--- src/rtl/apb_mon_pkg.sv ---
// apb_mon_pkg: shared types and constants for the APB4 protocol monitor.
//   apb_state_e - monitor FSM state (IDLE / SETUP / ACCESS)
//   ERR_W       - width of the error flag vectors
//   ERR_*       - bit index of each protocol violation in the error vectors
package apb_mon_pkg;

  typedef enum logic [1:0] {
    ST_IDLE,
    ST_SETUP,
    ST_ACCESS
  } apb_state_e;

  localparam int ERR_W = 8;

  localparam int ERR_MULTI_SEL       = 0;
  localparam int ERR_ENABLE_NO_SETUP = 1;
  localparam int ERR_NO_ACCESS       = 2;
  localparam int ERR_UNSTABLE        = 3;
  localparam int ERR_READ_STRB       = 4;
  localparam int ERR_PENABLE_DROP    = 5;
  localparam int ERR_TIMEOUT         = 6;

endpackage

--- src/rtl/apb_protocol_monitor_if.sv ---
// apb_protocol_monitor_if: APB4 bus bundle for one segment.
//   PSEL[NUM_SLV]              slave selects
//   PENABLE, PWRITE            phase / direction
//   PADDR[ADDR_W]              address
//   PWDATA/PRDATA[DATA_W]      write / read data
//   PSTRB[DATA_W/8]            write strobes
//   PREADY, PSLVERR            slave response
// Modports: master (requester), slave (completer), monitor (observe only).
interface apb_protocol_monitor_if #(
  parameter int ADDR_W  = 32,
  parameter int DATA_W  = 32,
  parameter int NUM_SLV = 1
);
  localparam int STRB_W = DATA_W / 8;

  logic [NUM_SLV-1:0] PSEL;
  logic               PENABLE;
  logic               PWRITE;
  logic [ADDR_W-1:0]  PADDR;
  logic [DATA_W-1:0]  PWDATA;
  logic [STRB_W-1:0]  PSTRB;
  logic [DATA_W-1:0]  PRDATA;
  logic               PREADY;
  logic               PSLVERR;

  modport master (
    output PSEL, PENABLE, PWRITE, PADDR, PWDATA, PSTRB,
    input  PRDATA, PREADY, PSLVERR
  );

  modport slave (
    input  PSEL, PENABLE, PWRITE, PADDR, PWDATA, PSTRB,
    output PRDATA, PREADY, PSLVERR
  );

  modport monitor (
    input PSEL, PENABLE, PWRITE, PADDR, PWDATA, PSTRB,
          PRDATA, PREADY, PSLVERR
  );

endinterface

--- src/rtl/apb_mon_err_log.sv ---
// apb_mon_err_log: registers the per-edge error vector of the monitor.
//   clk, rst_n   clock, async active-low reset
//   err_in       violations detected on the current sampling edge
//   err_clr      clears sticky flags and counter
//   err_pulse    err_in delayed one cycle
//   err_sticky   OR-accumulation of err_in since last clear
//   err_cnt      saturating count of edges with any error
// A new error on the clearing edge is kept: the clear only drops history.
module apb_mon_err_log
  import apb_mon_pkg::*;
#(
  parameter int CNT_W = 16
) (
  input  logic             clk,
  input  logic             rst_n,
  input  logic [ERR_W-1:0] err_in,
  input  logic             err_clr,
  output logic [ERR_W-1:0] err_pulse,
  output logic [ERR_W-1:0] err_sticky,
  output logic [CNT_W-1:0] err_cnt
);

  logic any_err;
  assign any_err = |err_in;

  always_ff @(posedge clk or negedge rst_n) begin
    if (!rst_n) begin
      err_pulse  <= '0;
      err_sticky <= '0;
      err_cnt    <= '0;
    end else begin
      err_pulse <= err_in;
      if (err_clr) begin
        err_sticky <= err_in;
        err_cnt    <= any_err ? CNT_W'(1) : '0;
      end else begin
        err_sticky <= err_sticky | err_in;
        if (any_err && (err_cnt != '1))
          err_cnt <= err_cnt + CNT_W'(1);
      end
    end
  end

endmodule

--- src/rtl/apb_protocol_monitor.sv ---
// apb_protocol_monitor: passive APB4 protocol checker for one bus segment.
//   PCLK, PRESETn        bus clock, async active-low reset
//   bus (monitor)        observed APB signals
//   err_clr              clears err_sticky / err_cnt
//   err_pulse[8]         violations seen on the previous edge
//   err_sticky[8]        accumulated violations
//   err_cnt[CNT_W]       saturating count of erroring cycles
//   xfer_done            one-cycle pulse per completed transfer
//   xfer_write/slverr/addr/data/sel  record of the last completed transfer
// Optional feature: define APB_MON_TIMEOUT_EN to build the wait-state counter
// and the TIMEOUT check (bit 6); otherwise bit 6 is tied low.
module apb_protocol_monitor
  import apb_mon_pkg::*;
#(
  parameter int ADDR_W      = 32,
  parameter int DATA_W      = 32,
  parameter int NUM_SLV     = 1,
  parameter int CNT_W       = 16,
  parameter int TIMEOUT_CYC = 16
) (
  input  logic                   PCLK,
  input  logic                   PRESETn,
  apb_protocol_monitor_if.monitor bus,
  input  logic                   err_clr,
  output logic [ERR_W-1:0]       err_pulse,
  output logic [ERR_W-1:0]       err_sticky,
  output logic [CNT_W-1:0]       err_cnt,
  output logic                   xfer_done,
  output logic                   xfer_write,
  output logic                   xfer_slverr,
  output logic [ADDR_W-1:0]      xfer_addr,
  output logic [DATA_W-1:0]      xfer_data,
  output logic [NUM_SLV-1:0]     xfer_sel
);

  localparam int STRB_W = DATA_W / 8;

  if (TIMEOUT_CYC < 1) begin : g_bad_timeout
    $error("apb_protocol_monitor: TIMEOUT_CYC must be >= 1");
  end
  if ((DATA_W % 8) != 0) begin : g_bad_data_w
    $error("apb_protocol_monitor: DATA_W must be a multiple of 8");
  end

  apb_state_e         state;
  logic [NUM_SLV-1:0] cap_sel;
  logic [ADDR_W-1:0]  cap_addr;
  logic               cap_write;
  logic [DATA_W-1:0]  cap_wdata;
  logic [STRB_W-1:0]  cap_strb;

  logic             in_xfer;   // FSM is past the setup edge
  logic             cap_en;    // a setup phase is sampled this edge
  logic             complete;  // transfer completes this edge
  logic             mismatch;
  logic [ERR_W-1:0] err_now;

`ifdef APB_MON_TIMEOUT_EN
  localparam int WCNT_W = $clog2(TIMEOUT_CYC + 1);
  localparam logic [WCNT_W-1:0] TMO = WCNT_W'(TIMEOUT_CYC);
  logic [WCNT_W-1:0] wait_cnt;
  logic [WCNT_W-1:0] wait_nxt;
`endif

  assign in_xfer  = (state == ST_SETUP) || (state == ST_ACCESS);
  assign cap_en   = !bus.PENABLE && (|bus.PSEL) &&
                    ((state == ST_IDLE) || (state == ST_SETUP));
  assign complete = in_xfer && bus.PENABLE && bus.PREADY;

  always_comb begin
    err_now  = '0;
    // Data and strobes are only meaningful to hold steady on writes.
    mismatch = (bus.PSEL != cap_sel) || (bus.PADDR != cap_addr) ||
               (bus.PWRITE != cap_write) ||
               (cap_write && ((bus.PWDATA != cap_wdata) ||
                              (bus.PSTRB != cap_strb)));

    // x & (x-1) is non-zero iff more than one bit is set.
    err_now[ERR_MULTI_SEL]       = |(bus.PSEL & (bus.PSEL - NUM_SLV'(1)));
    err_now[ERR_ENABLE_NO_SETUP] = (state == ST_IDLE) && bus.PENABLE;
    err_now[ERR_NO_ACCESS]       = (state == ST_SETUP) && !bus.PENABLE;
    err_now[ERR_UNSTABLE]        = in_xfer && bus.PENABLE && mismatch;
    err_now[ERR_READ_STRB]       = (|bus.PSEL) && !bus.PWRITE && (|bus.PSTRB);
    err_now[ERR_PENABLE_DROP]    = (state == ST_ACCESS) && !bus.PENABLE;

`ifdef APB_MON_TIMEOUT_EN
    // Counter tracks wait edges of the current transfer and parks at TMO,
    // so the timeout fires exactly once per stalled transfer.
    wait_nxt = '0;
    if ((state == ST_SETUP) && bus.PENABLE && !bus.PREADY)
      wait_nxt = WCNT_W'(1);
    else if ((state == ST_ACCESS) && bus.PENABLE && !bus.PREADY)
      wait_nxt = (wait_cnt == TMO) ? wait_cnt : wait_cnt + WCNT_W'(1);
    err_now[ERR_TIMEOUT] = (wait_nxt == TMO) && (wait_cnt != TMO);
`endif
  end

  always_ff @(posedge PCLK or negedge PRESETn) begin
    if (!PRESETn) begin
      state <= ST_IDLE;
`ifdef APB_MON_TIMEOUT_EN
      wait_cnt <= '0;
`endif
    end else begin
`ifdef APB_MON_TIMEOUT_EN
      wait_cnt <= wait_nxt;
`endif
      case (state)
        ST_IDLE:   if (cap_en) state <= ST_SETUP;
        ST_SETUP:
          if (!bus.PENABLE) state <= (|bus.PSEL) ? ST_SETUP : ST_IDLE;
          else              state <= bus.PREADY ? ST_IDLE : ST_ACCESS;
        ST_ACCESS: if (!bus.PENABLE || bus.PREADY) state <= ST_IDLE;
        default:   state <= ST_IDLE;
      endcase
    end
  end

  always_ff @(posedge PCLK or negedge PRESETn) begin
    if (!PRESETn) begin
      cap_sel     <= '0;
      cap_addr    <= '0;
      cap_write   <= 1'b0;
      cap_wdata   <= '0;
      cap_strb    <= '0;
      xfer_done   <= 1'b0;
      xfer_write  <= 1'b0;
      xfer_slverr <= 1'b0;
      xfer_addr   <= '0;
      xfer_data   <= '0;
      xfer_sel    <= '0;
    end else begin
      xfer_done <= complete;
      if (cap_en) begin
        cap_sel   <= bus.PSEL;
        cap_addr  <= bus.PADDR;
        cap_write <= bus.PWRITE;
        cap_wdata <= bus.PWDATA;
        cap_strb  <= bus.PSTRB;
      end
      if (complete) begin
        xfer_write  <= cap_write;
        xfer_slverr <= bus.PSLVERR;
        xfer_addr   <= cap_addr;
        xfer_data   <= cap_write ? cap_wdata : bus.PRDATA;
        xfer_sel    <= cap_sel;
      end
    end
  end

  apb_mon_err_log #(.CNT_W(CNT_W)) u_err_log (
    .clk        (PCLK),
    .rst_n      (PRESETn),
    .err_in     (err_now),
    .err_clr    (err_clr),
    .err_pulse  (err_pulse),
    .err_sticky (err_sticky),
    .err_cnt    (err_cnt)
  );

endmodule
--- src/flat_wrapper.sv ---
// flat-port wrapper written by rule: the top's interface ports become plain ports
module apb_protocol_monitor_flat import apb_mon_pkg::*;
#(
  parameter int ADDR_W      = 32,
  parameter int DATA_W      = 32,
  parameter int NUM_SLV     = 1,
  parameter int CNT_W       = 16,
  parameter int TIMEOUT_CYC = 16
)
  (PCLK, PRESETn, err_clr, err_pulse, err_sticky, err_cnt, xfer_done, xfer_write, xfer_slverr, xfer_addr, xfer_data, xfer_sel, bus_PSEL, bus_PENABLE, bus_PWRITE, bus_PADDR, bus_PWDATA, bus_PSTRB, bus_PRDATA, bus_PREADY, bus_PSLVERR);
  apb_protocol_monitor_if #(.ADDR_W(ADDR_W), .DATA_W(DATA_W), .NUM_SLV(NUM_SLV)) bus_i ();
  input  logic PCLK;
  input  logic PRESETn;
  input  logic err_clr;
  output logic [ERR_W-1:0] err_pulse;
  output logic [ERR_W-1:0] err_sticky;
  output logic [CNT_W-1:0] err_cnt;
  output logic xfer_done;
  output logic xfer_write;
  output logic xfer_slverr;
  output logic [ADDR_W-1:0] xfer_addr;
  output logic [DATA_W-1:0] xfer_data;
  output logic [NUM_SLV-1:0] xfer_sel;
  input wire logic [$bits(bus_i.PSEL)-1:0] bus_PSEL;
  input wire logic [$bits(bus_i.PENABLE)-1:0] bus_PENABLE;
  input wire logic [$bits(bus_i.PWRITE)-1:0] bus_PWRITE;
  input wire logic [$bits(bus_i.PADDR)-1:0] bus_PADDR;
  input wire logic [$bits(bus_i.PWDATA)-1:0] bus_PWDATA;
  input wire logic [$bits(bus_i.PSTRB)-1:0] bus_PSTRB;
  input wire logic [$bits(bus_i.PRDATA)-1:0] bus_PRDATA;
  input wire logic [$bits(bus_i.PREADY)-1:0] bus_PREADY;
  input wire logic [$bits(bus_i.PSLVERR)-1:0] bus_PSLVERR;
  assign bus_i.PSEL = bus_PSEL;
  assign bus_i.PENABLE = bus_PENABLE;
  assign bus_i.PWRITE = bus_PWRITE;
  assign bus_i.PADDR = bus_PADDR;
  assign bus_i.PWDATA = bus_PWDATA;
  assign bus_i.PSTRB = bus_PSTRB;
  assign bus_i.PRDATA = bus_PRDATA;
  assign bus_i.PREADY = bus_PREADY;
  assign bus_i.PSLVERR = bus_PSLVERR;
  apb_protocol_monitor #(.ADDR_W(ADDR_W), .DATA_W(DATA_W), .NUM_SLV(NUM_SLV), .CNT_W(CNT_W), .TIMEOUT_CYC(TIMEOUT_CYC)) u_core (.PCLK(PCLK), .PRESETn(PRESETn), .bus(bus_i), .err_clr(err_clr), .err_pulse(err_pulse), .err_sticky(err_sticky), .err_cnt(err_cnt), .xfer_done(xfer_done), .xfer_write(xfer_write), .xfer_slverr(xfer_slverr), .xfer_addr(xfer_addr), .xfer_data(xfer_data), .xfer_sel(xfer_sel));
endmodule
--- config.mk ---
export PLATFORM = sky130hd
export DESIGN_NAME = apb_protocol_monitor_flat
export DESIGN_NICKNAME = d
export VERILOG_FILES = /design/src/rtl/apb_mon_pkg.sv /design/src/rtl/apb_protocol_monitor_if.sv /design/src/rtl/apb_mon_err_log.sv /design/src/rtl/apb_protocol_monitor.sv /design/src/flat_wrapper.sv
export SDC_FILE = /design/constraint.sdc
export NUM_CORES = 1
export LEC_CHECK = 0
export ABC_AREA = 0
export BUFFER_PORTS_ARGS = -buffer_cell sky130_fd_sc_hd__buf_2
export CORE_MARGIN = 2
export CORE_UTILIZATION = 47
export DETAILED_ROUTE_END_ITERATION = 8
export GPL_ROUTABILITY_DRIVEN = 0
export PLACE_DENSITY_LB_ADDON = 0.08
export SLEW_MARGIN = 20
export SYNTH_ARGS = -nofsm -noshare
export SYNTH_HDL_FRONTEND = slang
export SYNTH_SLANG_ARGS = --single-unit
--- constraint.sdc ---
create_clock -name PCLK -period 2.1 [get_ports PCLK]
set_input_delay 0.42 -clock PCLK [delete_from_list [all_inputs] [get_ports PCLK]]
set_output_delay 0.42 -clock PCLK [all_outputs]
set_load 0.1 [all_outputs]
==> results of run 1 <==
[cell usage after synthesis, types with 6 or more instances]
| master | number |
|---|---|
| sky130_fd_sc_hd__a21oi_1 | 10 |
| sky130_fd_sc_hd__buf_4 | 6 |
| sky130_fd_sc_hd__clkbuf_1 | 18 |
| sky130_fd_sc_hd__dfrtp_1 | 166 |
| sky130_fd_sc_hd__inv_1 | 6 |
| sky130_fd_sc_hd__mux2_2 | 104 |
| sky130_fd_sc_hd__mux2i_1 | 33 |
| sky130_fd_sc_hd__nand2_1 | 41 |
| sky130_fd_sc_hd__nand3_1 | 10 |
| sky130_fd_sc_hd__nand4_1 | 11 |
| sky130_fd_sc_hd__nor2_1 | 9 |
| sky130_fd_sc_hd__nor4_1 | 12 |
| sky130_fd_sc_hd__o21ai_0 | 37 |
| sky130_fd_sc_hd__o21ai_1 | 7 |
| sky130_fd_sc_hd__or3_1 | 7 |
| sky130_fd_sc_hd__xnor2_1 | 26 |
| sky130_fd_sc_hd__xor2_1 | 48 |
[metal layers]
metal	GRT usage	routed length (um)	vias up
li1	-	-	2639
met4	0.0732	246	0
met5	0	0	-
met1	0.283	7850	2769
met2	0.371	9240	141
met3	0.0582	1090	23
[layout make-up]
type                       instances  share of cell area
multi-input combinational        402               0.330
timing repair buffer             275               0.166
clock buffer                      20              0.0451
clock inverter                    12              0.0174
sequential                       166               0.413
tap                              216              0.0267
inverter                           7             0.00260
[sequential cells by signal, summed over array words and instances, names as in the netlist, 2 cells and up]
name	count
u_core.u_err_log.err_cnt	16
u_core.u_err_log.err_sticky	5
u_core.state	2
u_core.cap_addr	32
u_core.cap_strb	4
u_core.xfer_data	32
u_core.xfer_addr	32
u_core.cap_wdata	32
u_core.u_err_log.err_pulse	5
[logic make-up (layout without fill, tap and decap cells)]
family | count (synthesis) | after routing | synth area share
flip-flops | 166 | 166 | 0.552
multiplexers | 137 | 137 | 0.199
AND/OR/NAND/NOR | 110 | 110 | 0.0749
XOR/XNOR | 74 | 74 | 0.0861
AO/OA/AOI/OAI | 71 | 71 | 0.0573
buffers and inverters | 37 | 314 | 0.0236
adder cells (fa/ha/maj) | 4 | 4 | 0.00665
other | 1 | 6 | 0.000498
[path summary, 6_finish.rpt]
| kind | start | to | slack, ns | cells after the start |
|---|---|---|---|---|
| min in group asynchronous | PRESETn | u_core.u_err_log.err_cnt[8]$_DFFE_PN0P_ | 0.47 | 2 |
| min reg2reg | u_core.xfer_data[23]$_DFFE_PN0P_ | u_core.xfer_data[23]$_DFFE_PN0P_ | 0.47 | 2 |
| min | bus_PSLVERR | u_core.xfer_slverr$_DFFE_PN0P_ | 0.23 | 2 |
| max reg2reg | u_core.cap_wdata[4]$_DFFE_PN0P_ | u_core.u_err_log.err_cnt[1]$_DFFE_PN0P_ | -0.24 | 11 |
| max | u_core.cap_wdata[4]$_DFFE_PN0P_ | u_core.u_err_log.err_cnt[1]$_DFFE_PN0P_ | -0.24 | 11 |
| max in group asynchronous | PRESETn | u_core.xfer_data[21]$_DFFE_PN0P_ | 0.94 | 3 |
[what timing repair did]
action | in CTS | in global routing
hold endpoints to repair | 33 | 0
hold buffers | 1 | 0
pin swaps | 10 | 7
gates resized for setup | 13 | 7
endpoints found under the setup margin | 17 | 17
setup buffers | 2 | 1
[per-stage QoR]
stage | utilization | hold slack (ns) | setup WS [ns] | instances | area, um^2
after floorplan | - | 0.124 | -0.304 | 605 | 7590
after global placement | 0.594 | 0.342 | -0.466 | 1062 | 9370
after detailed placement | 0.594 | 0.354 | -0.528 | 1062 | 9370
after CTS | 0.639 | 0.213 | -0.258 | 1097 | 10100
after global routing | 0.642 | 0.221 | -0.364 | 1098 | 10100
final | 0.642 | 0.232 | -0.243 | 1098 | 10100
[worst register-to-register path, delay by kind of cell, from the launching register on]
family / cells / cell delay [ns]
compound gates: 3 / 0.51
buf+inv: 3 / 0.49
simple gates: 3 / 0.45
flops: 1 / 0.40
mux: 1 / 0.19
xor+xnor: 1 / 0.18
==> out/qor.csv, run 1 <==
metric,value,unit
number of antenna violations at the first check in global routing,0,
detailed-route wire length per cell,16.8,um
overall routed net length,18400,um
vertical extent of the die,131,um
"top library cells by usage in the layout, fill and taps aside","200 x sky130_fd_sc_hd__buf_2, 157 x sky130_fd_sc_hd__dfrtp_1, 104 x sky130_fd_sc_hd__mux2_2",
Post-synth EDFFs,0,
n_diodes,0,
residual overflow from global routing,0,
layout overhead on the synthesized area,34.4,%
pin count of the biggest net entering global routing,53,
HPWL reported at the end of detailed placement,13700,um
initial drt markers,264,
cell type contributing the most total cell area after synthesis,sky130_fd_sc_hd__dfrtp_1,
Fin. Hold Viols,0,
kind of path behind the tightest hold check,in2reg,
crit path cell chain,"xor2_2, nor4_2, buf_4, nand4_1, o41ai_2, buf_4, a31oi_4, o21ai_4, buf_12, mux2i_1, nor2_1",
clock slew seen by the registers of the worst setup and hold paths,0.06,ns
remaining max-slew budget at the tightest pin,0.656,
top cell family by delay on the critical path,compound AO/OA/AOI/OAI gates,
router iterations before antenna repair,5,
data arrival time of the critical path,2.64,ns
Crit path required time,2.40,ns
number of buffers and inverters on the critical path,3,
Yosys top cell area share,0.552,
combined area of the multi-input logic cells,3340,um^2
fraction of layout cells with a size suffix above 1,0.501,
Most common cell on crit path,sky130_fd_sc_hd__buf_4,
Setup Total Neg Slack,-3.01,ns
number of nets in the final layout,981,
count of max-cap constraint violations,0,
final worst-path setup slack,-0.243,ns
vias in the first global route,5658,
peak clock frequency supported by timing,0.427,GHz
I/O Buffers,201,
fin crit period,2.34,ns
CP Max Fanout,18,
number of synthesized register bits,166,
CTS Root Cell,sky130_fd_sc_hd__clkbuf_16,
area occupied by registers,4180,um^2
std cell rows,46,
classification of the worst setup path,reg2reg,
"most common cell after layout, fill and taps aside",sky130_fd_sc_hd__buf_2,
average instance area after synthesis,12.6,um^2
number of distinct library cells after synthesis,43,
RSZ-0062 raised after global routing,yes,
violated checks,negative setup slack,
sort of element at the end of the critical path,flip-flop,
Die X-Extent,131,um
cells after synthesis,600,
Initial Utilization,0.478,
Synth Cell Area,7530,um^2
Vias/cell,5.07,
number of remaining DRC errors,0,
Main synth FF type,sky130_fd_sc_hd__dfrtp_1,
count of boundary I/O pins,208,
Synth area leaders,"sky130_fd_sc_hd__dfrtp_1 55%, sky130_fd_sc_hd__mux2_2 16%, sky130_fd_sc_hd__xor2_1 5.6%, sky130_fd_sc_hd__mux2i_1 4.4%, sky130_fd_sc_hd__xnor2_1 3.0%",
status,finished with violations,
count of final max-slew check failures,0,
number of nets with antenna violations after routing,0,
Worst Skew,0.00754,ns
first-pass GRT wire length,28800,um
Max stage delay on crit path,0.40,ns
later-pin clock latency in the skew report,0.42,ns
CTS Sinks,166,
Critical-path top delay cell,sky130_fd_sc_hd__dfrtp_1,
Final period util,1.12,
# fillers,1269,
slew at the pin closest to its max-slew limit,0.520,ns
overall die area,17100,um^2
clock tree from TritonCTS,done,
Max Root-Sink Buffers,2,
via total after detailed routing,5572,
yosys synthesis warning count,0,
overall routing resource usage,0.222,
depth of the CTS H-tree,4,
Core Region,15800,um^2
number of CTS-inserted buffers,17,
sequential fraction of the synthesis area,0.552,
total of endpoints with negative setup slack in the final report,16,
"FFs w/ async S/R, synth",1.00,
crit path launch type,flip-flop,
Power of run 1 is left out: the tool's default activity adds up to more than one toggle a clock period on the data nets, which glitch-free logic cannot reach.
==> inputs of run 2 (changes only) <==
--- a/config.mk
+++ b/config.mk
@@ -8,7 +8,7 @@
 export ABC_AREA = 0
 export BUFFER_PORTS_ARGS = -buffer_cell sky130_fd_sc_hd__buf_2
 export CORE_MARGIN = 2
-export CORE_UTILIZATION = 47
+export CORE_UTILIZATION = 53
 export DETAILED_ROUTE_END_ITERATION = 8
 export GPL_ROUTABILITY_DRIVEN = 0
 export PLACE_DENSITY_LB_ADDON = 0.08
==> constraint.sdc (replaced) <==
create_clock -name PCLK -period 2.45 [get_ports PCLK]
set_input_delay 0.49 -clock PCLK [delete_from_list [all_inputs] [get_ports PCLK]]
set_output_delay 0.49 -clock PCLK [all_outputs]
set_load 0.1 [all_outputs]
==> out/qor.csv, run 2 (synthesized netlist as in run 1, its figures left out) <==
metric,value,unit,change
Max stage delay on crit path,0.40,ns,about the same
overall die area,15200,um^2,-11%
clock slew seen by the registers of the worst setup and hold paths,0.07,ns,about the same
number of remaining DRC errors,0,,unchanged
Crit path required time,2.79,ns,+0.39 ns
"top library cells by usage in the layout, fill and taps aside","200 x sky130_fd_sc_hd__buf_2, 157 x sky130_fd_sc_hd__dfrtp_1, 104 x sky130_fd_sc_hd__mux2_2",,
Initial Utilization,0.543,,+0.0650
Final period util,1.02,,-0.0912
Most common cell on crit path,sky130_fd_sc_hd__buf_4,,
classification of the worst setup path,reg2reg,,
first-pass GRT wire length,27300,um,-5.2%
Fin. Hold Viols,0,,unchanged
via total after detailed routing,5408,,-2.9%
peak clock frequency supported by timing,0.398,GHz,-6.7%
I/O Buffers,201,,unchanged
router iterations before antenna repair,4,,-1
standard cell area after detailed placement,8880,um^2,-5.2%
count of max-cap constraint violations,0,,unchanged
vias in the first global route,5631,,-0.48%
detailed-route wire length per cell,17.1,um,+2.1%
final worst-path setup slack,-0.0600,ns,+0.183 ns
pin count of the biggest net entering global routing,72,,+36%
Max Root-Sink Buffers,2,,unchanged
Worst Skew,0.00677,ns,-0.000772 ns
depth of the CTS H-tree,4,,unchanged
number of nets with antenna violations after routing,0,,unchanged
HPWL reported at the end of detailed placement,12600,um,-8.1%
CTS Root Cell,sky130_fd_sc_hd__clkbuf_16,,
CTS Sinks,166,,unchanged
residual overflow from global routing,0,,unchanged
overall routed net length,17400,um,-5.8%
later-pin clock latency in the skew report,0.42,ns,about the same
violated checks,negative setup slack,,
initial drt markers,201,,-24%
worst hold-check slack,0.0114,ns,-0.221 ns
fraction of layout cells with a size suffix above 1,0.469,,-0.0324
fin crit period,2.51,ns,+0.167 ns
vertical extent of the die,123,um,-5.7%
"most common cell after layout, fill and taps aside",sky130_fd_sc_hd__buf_2,,
CP Max Fanout,3,,-15
total of endpoints with negative setup slack in the final report,3,,-13
sort of element at the end of the critical path,flip-flop,,
status,finished with violations,,
number of buffers added to fix hold violations after cts,0,,-1
std cell rows,43,,-6.5%
remaining max-slew budget at the tightest pin,0.594,,-0.0621
Die X-Extent,123,um,-5.7%
layout overhead on the synthesized area,27.1,%,
crit path launch type,flip-flop,,
RSZ-0062 raised after global routing,yes,,
count of final max-slew check failures,0,,unchanged
number of CTS-inserted buffers,17,,unchanged
Core Region,13900,um^2,-12%
post-route cell area,9580,um^2,-5.4%
number of antenna violations at the first check in global routing,2,,+2
slew at the pin closest to its max-slew limit,0.609,ns,+0.0895 ns
Critical-path top delay cell,sky130_fd_sc_hd__dfrtp_1,,
kind of path behind the tightest hold check,in2async,,
data arrival time of the critical path,2.85,ns,+0.21 ns
overall routing resource usage,0.236,,+0.0136
clock tree from TritonCTS,done,,
crit path cell chain,"xor2_1, nor4_2, buf_4, nand3_4, o41ai_4, buf_4, a31oi_4, buf_4, buf_4, nor2_4, o21ai_1, a21oi_1",,
number of nets in the final layout,931,,-5.1%
count of boundary I/O pins,208,,unchanged
Vias/cell,5.34,,+5.2%
post-route core utilization,0.690,,+0.0481
-- run 2: changes by cell type in the layout (fill, tap and decap cells not counted), sizes merged, moves of 2 or more --
cell	previous run	this run
buf	274	225
bufinv	4	1
clkbuf	20	18
inv	7	12
-- run 2: worst paths after layout --
kind / startpoint / end / slack, ns / depth (start not counted)
max in group asynchronous: PRESETn / u_core.xfer_write$_DFFE_PN0P_ / 1.72 / 2
hold / removal: PRESETn / u_core.u_err_log.err_cnt[9]$_DFFE_PN0P_ / 0.01 / 1
min in group PCLK: bus_PSLVERR / u_core.xfer_slverr$_DFFE_PN0P_ / 0.31 / 2
hold reg to reg: u_core.xfer_data[30]$_DFFE_PN0P_ / u_core.xfer_data[30]$_DFFE_PN0P_ / 0.48 / 2
setup reg to reg: u_core.cap_wdata[24]$_DFFE_PN0P_ / u_core.u_err_log.err_cnt[13]$_DFFE_PN0P_ / -0.06 / 12
setup / recovery: u_core.cap_wdata[24]$_DFFE_PN0P_ / u_core.u_err_log.err_cnt[13]$_DFFE_PN0P_ / -0.06 / 12
-- run 2: routing by layer --
layer	wire, um	global-route usage	vias to the layer above
met5	13	0	-
met4	364	0.0909	2
li1	-	-	2538
met1	7140	0.288	2681
met3	1130	0.0710	32
met2	8710	0.393	155
-- run 2: repair_timing --
item                                    CTS  global route
setup buffers                             0             3
pin swaps                                 4            13
gates resized for setup                   5            16
endpoints found under the setup margin   17            16
hold endpoints to repair                  0             0
-- run 2: worst max-delay path, delay by kind of cell (launching register included) --
kind	cells	cell delay, ns
simple gates	3	0.53
flops	1	0.40
buf+inv	4	0.66
compound gates	4	0.67
xor+xnor	1	0.17
-- run 2: stage by stage --
| stage | cells | setup TNS, ns | setup WS, ns |
|---|---|---|---|
| final | 1013 | -0.148 | -0.0600 |
| after global routing | 1012 | -1.55 | -0.188 |
| after CTS | 1009 | -0.961 | -0.139 |
| after detailed placement | 977 | -6.28 | -0.457 |
| after global placement | 977 | -6.29 | -0.440 |
| after floorplan | 605 | -0.0333 | -0.0245 |
-- run 2: final cells by class --
class	count	area (um^2)
timing repair buffer	225	1260
clock buffer	18	439
clock inverter	14	124
tap	180	225
multi-input combinational	402	3330
fill	1051	4310
antenna	1	2.50
sequential	166	4170
inverter	7	26.3
Power of run 2 is left out for the same reason.
==> inputs of run 3 (changes only) <==
--- a/config.mk
+++ b/config.mk
@@ -8,7 +8,7 @@
 export ABC_AREA = 0
 export BUFFER_PORTS_ARGS = -buffer_cell sky130_fd_sc_hd__buf_2
 export CORE_MARGIN = 2
-export CORE_UTILIZATION = 53
+export CORE_UTILIZATION = 57
 export DETAILED_ROUTE_END_ITERATION = 8
 export GPL_ROUTABILITY_DRIVEN = 0
 export PLACE_DENSITY_LB_ADDON = 0.08
==> constraint.sdc (replaced) <==
create_clock -name PCLK -period 3 [get_ports PCLK]
set_input_delay 0.6 -clock PCLK [delete_from_list [all_inputs] [get_ports PCLK]]
set_output_delay 0.6 -clock PCLK [all_outputs]
set_load 0.02 [all_outputs]
==> out/qor.csv, run 3 (synthesized netlist as in run 1, its figures left out) <==
metric,value,unit,change
status,"finished, final reports clean",,
"reg-to-reg slack, setup",0.35,ns,+0.41 ns
fin crit period,2.65,ns,+0.137 ns
router iterations before antenna repair,4,,unchanged
HPWL reported at the end of detailed placement,12100,um,-4.2%
post-route cell area,9340,um^2,-2.5%
count of boundary I/O pins,208,,unchanged
n_diodes,0,,-1
Switch Pwr,0.00343,W,
depth of the CTS H-tree,4,,unchanged
pin count of the biggest net entering global routing,97,,+35%
reported leakage power,4.50,nW,
overall die area,14100,um^2,-6.8%
number of antenna violations at the first check in global routing,2,,unchanged
standard cell area after detailed placement,8780,um^2,-1.1%
Max Root-Sink Buffers,2,,unchanged
total of endpoints with negative setup slack in the final report,0,,-3
overall routed net length,16600,um,-4.7%
remaining max-slew budget at the tightest pin,0.423,,-0.171
data arrival time of the critical path,2.94,ns,+0.09 ns
# fillers,916,,-13%
peak clock frequency supported by timing,0.378,GHz,-5.2%
Initial Utilization,0.590,,+0.0470
worst slack at placement,0.0926,ns,+0.549 ns
count of final max-slew check failures,0,,unchanged
CP Max Fanout,18,,+15
Vias/cell,5.41,,+1.4%
Core Region,12800,um^2,-8.0%
vertical extent of the die,119,um,-3.5%
r2r worst-path depth,10,,-2
initial drt markers,297,,+48%
Worst Skew,0.00608,ns,-0.000690 ns
vias in the first global route,5567,,-1.1%
clock slew seen by the registers of the worst setup and hold paths,0.06,ns,about the same
number of nets with antenna violations after routing,0,,unchanged
layout overhead on the synthesized area,24.0,%,
final worst-path setup slack,0.353,ns,+0.413 ns
number of post-CTS setup repair buffers,0,,unchanged
slew at the pin closest to its max-slew limit,0.866,ns,+0.257 ns
detailed-route wire length per cell,16.7,um,-2.7%
Switching Fraction,0.357,,
worst vdd ir,567,uV,
CTS Root Cell,sky130_fd_sc_hd__clkbuf_16,,
Die X-Extent,119,um,-3.5%
Setup Total Neg Slack,0,ns,+0.148 ns
Fin. Hold Viols,0,,unchanged
clock tree from TritonCTS,done,,
crit path launch,u_core.cap_wdata[27]$_DFFE_PN0P_,,
worst hold-check slack,0.262,ns,+0.251 ns
count of max-cap constraint violations,0,,unchanged
number of CTS-inserted buffers,17,,unchanged
classification of the worst setup path,reg2reg,,
P per Cell Area,1030,nW/um^2,
later-pin clock latency in the skew report,0.42,ns,about the same
crit path capture,u_core.u_err_log.err_cnt[1]$_DFFE_PN0P_,,
P_int,0.00619,W,
CTS Sinks,166,,unchanged
Crit path required time,3.29,ns,+0.50 ns
post-cts repair resize count,0,,-5
number of remaining DRC errors,0,,unchanged
std cell rows,41,,-4.7%
sequential group share of total power,0.407,,
sort of element at the end of the critical path,flip-flop,,
R2R Path Start,u_core.cap_wdata[27]$_DFFE_PN0P_,,
part of the total power dissipated in the clock network,0.214,,
proportion of power drawn by combinational gates,0.378,,
first-pass GRT wire length,27200,um,-0.68%
overall routing resource usage,0.245,,+0.00903
I/O Buffers,201,,unchanged
number of nets in the final layout,921,,-1.1%
number of buffers added to fix hold violations after cts,0,,unchanged
kind of path behind the tightest hold check,in2async,,
RSZ-0062 raised after global routing,no,,
"most common cell after layout, fill and taps aside",sky130_fd_sc_hd__buf_2,,
Final period util,0.882,,-0.142
"top library cells by usage in the layout, fill and taps aside","200 x sky130_fd_sc_hd__buf_2, 165 x sky130_fd_sc_hd__dfrtp_1, 104 x sky130_fd_sc_hd__mux2_2",,
crit path launch type,flip-flop,,
R2R Path End,u_core.u_err_log.err_cnt[1]$_DFFE_PN0P_,,
residual overflow from global routing,0,,unchanged
fraction of layout cells with a size suffix above 1,0.426,,-0.0424
via total after detailed routing,5373,,-0.65%
==> run 3: power groups by stage <==
stage	sequential (W)	combinational, W	clock (W)
CTS	0.00392	0.00368	0.00210
global route	0.00406	0.00395	0.00221
finish	0.00392	0.00364	0.00206
floorplan	0.00442	0.00197	0
global placement	0.00388	0.00357	0
detailed placement	0.00395	0.00366	0
==> run 3: metal layers <==
| metal | routed length (um) | vias up | track usage |
|---|---|---|---|
| met3 | 1150 | 26 | 0.0766 |
| met1 | 6990 | 2644 | 0.309 |
| li1 | - | 2532 | - |
| met4 | 310 | 2 | 0.0841 |
| met5 | 13 | - | 0 |
| met2 | 8090 | 169 | 0.400 |
==> run 3: worst max-delay path, stage by stage, from the launching register on <==
cell	delay [ns]
sky130_fd_sc_hd__dfrtp_1	0.40
sky130_fd_sc_hd__xor2_1	0.17
sky130_fd_sc_hd__nor4_1	0.55
sky130_fd_sc_hd__nand4_1	0.22
sky130_fd_sc_hd__o41ai_2	0.28
sky130_fd_sc_hd__buf_4	0.17
sky130_fd_sc_hd__a31oi_4	0.12
sky130_fd_sc_hd__o21ai_4	0.21
sky130_fd_sc_hd__buf_12	0.16
sky130_fd_sc_hd__mux2i_1	0.19
sky130_fd_sc_hd__nor2_1	0.05
==> run 3: cell type report <==
class,count,area (um^2),area share
Clock inverter,4,70.1,0.00751
Inverter,7,26.3,0.00281
Sequential cell,166,4160,0.445
Timing Repair Buffer,215,1150,0.124
Tap cell,172,215,0.0231
Multi-Input combinational cell,402,3230,0.346
Clock buffer,27,483,0.0517
==> run 3: worst min-delay path by stage <==
stage	endpoint	depth (start not counted)
finish	u_core.u_err_log.err_cnt[8]$_DFFE_PN0P_	1
global route	u_core.u_err_log.err_cnt[11]$_DFFE_PN0P_	1
CTS	u_core.u_err_log.err_pulse[1]$_DFF_PN0_	1
detailed placement	u_core.xfer_data[1]$_DFFE_PN0P_	2
global placement	u_core.xfer_data[27]$_DFFE_PN0P_	2
floorplan	u_core.cap_addr[0]$_DFFE_PN0P_	0
==> run 3: through the flow <==
stage	total power, W	utilization	instances
after global routing	0.0102	0.731	993
after detailed placement	0.00762	0.688	962
after CTS	0.00970	0.731	993
final	0.00962	0.731	993
after floorplan	0.00639	-	605
after global placement	0.00745	0.688	962
No activity file was read; power rests on OpenSTA's default activity.
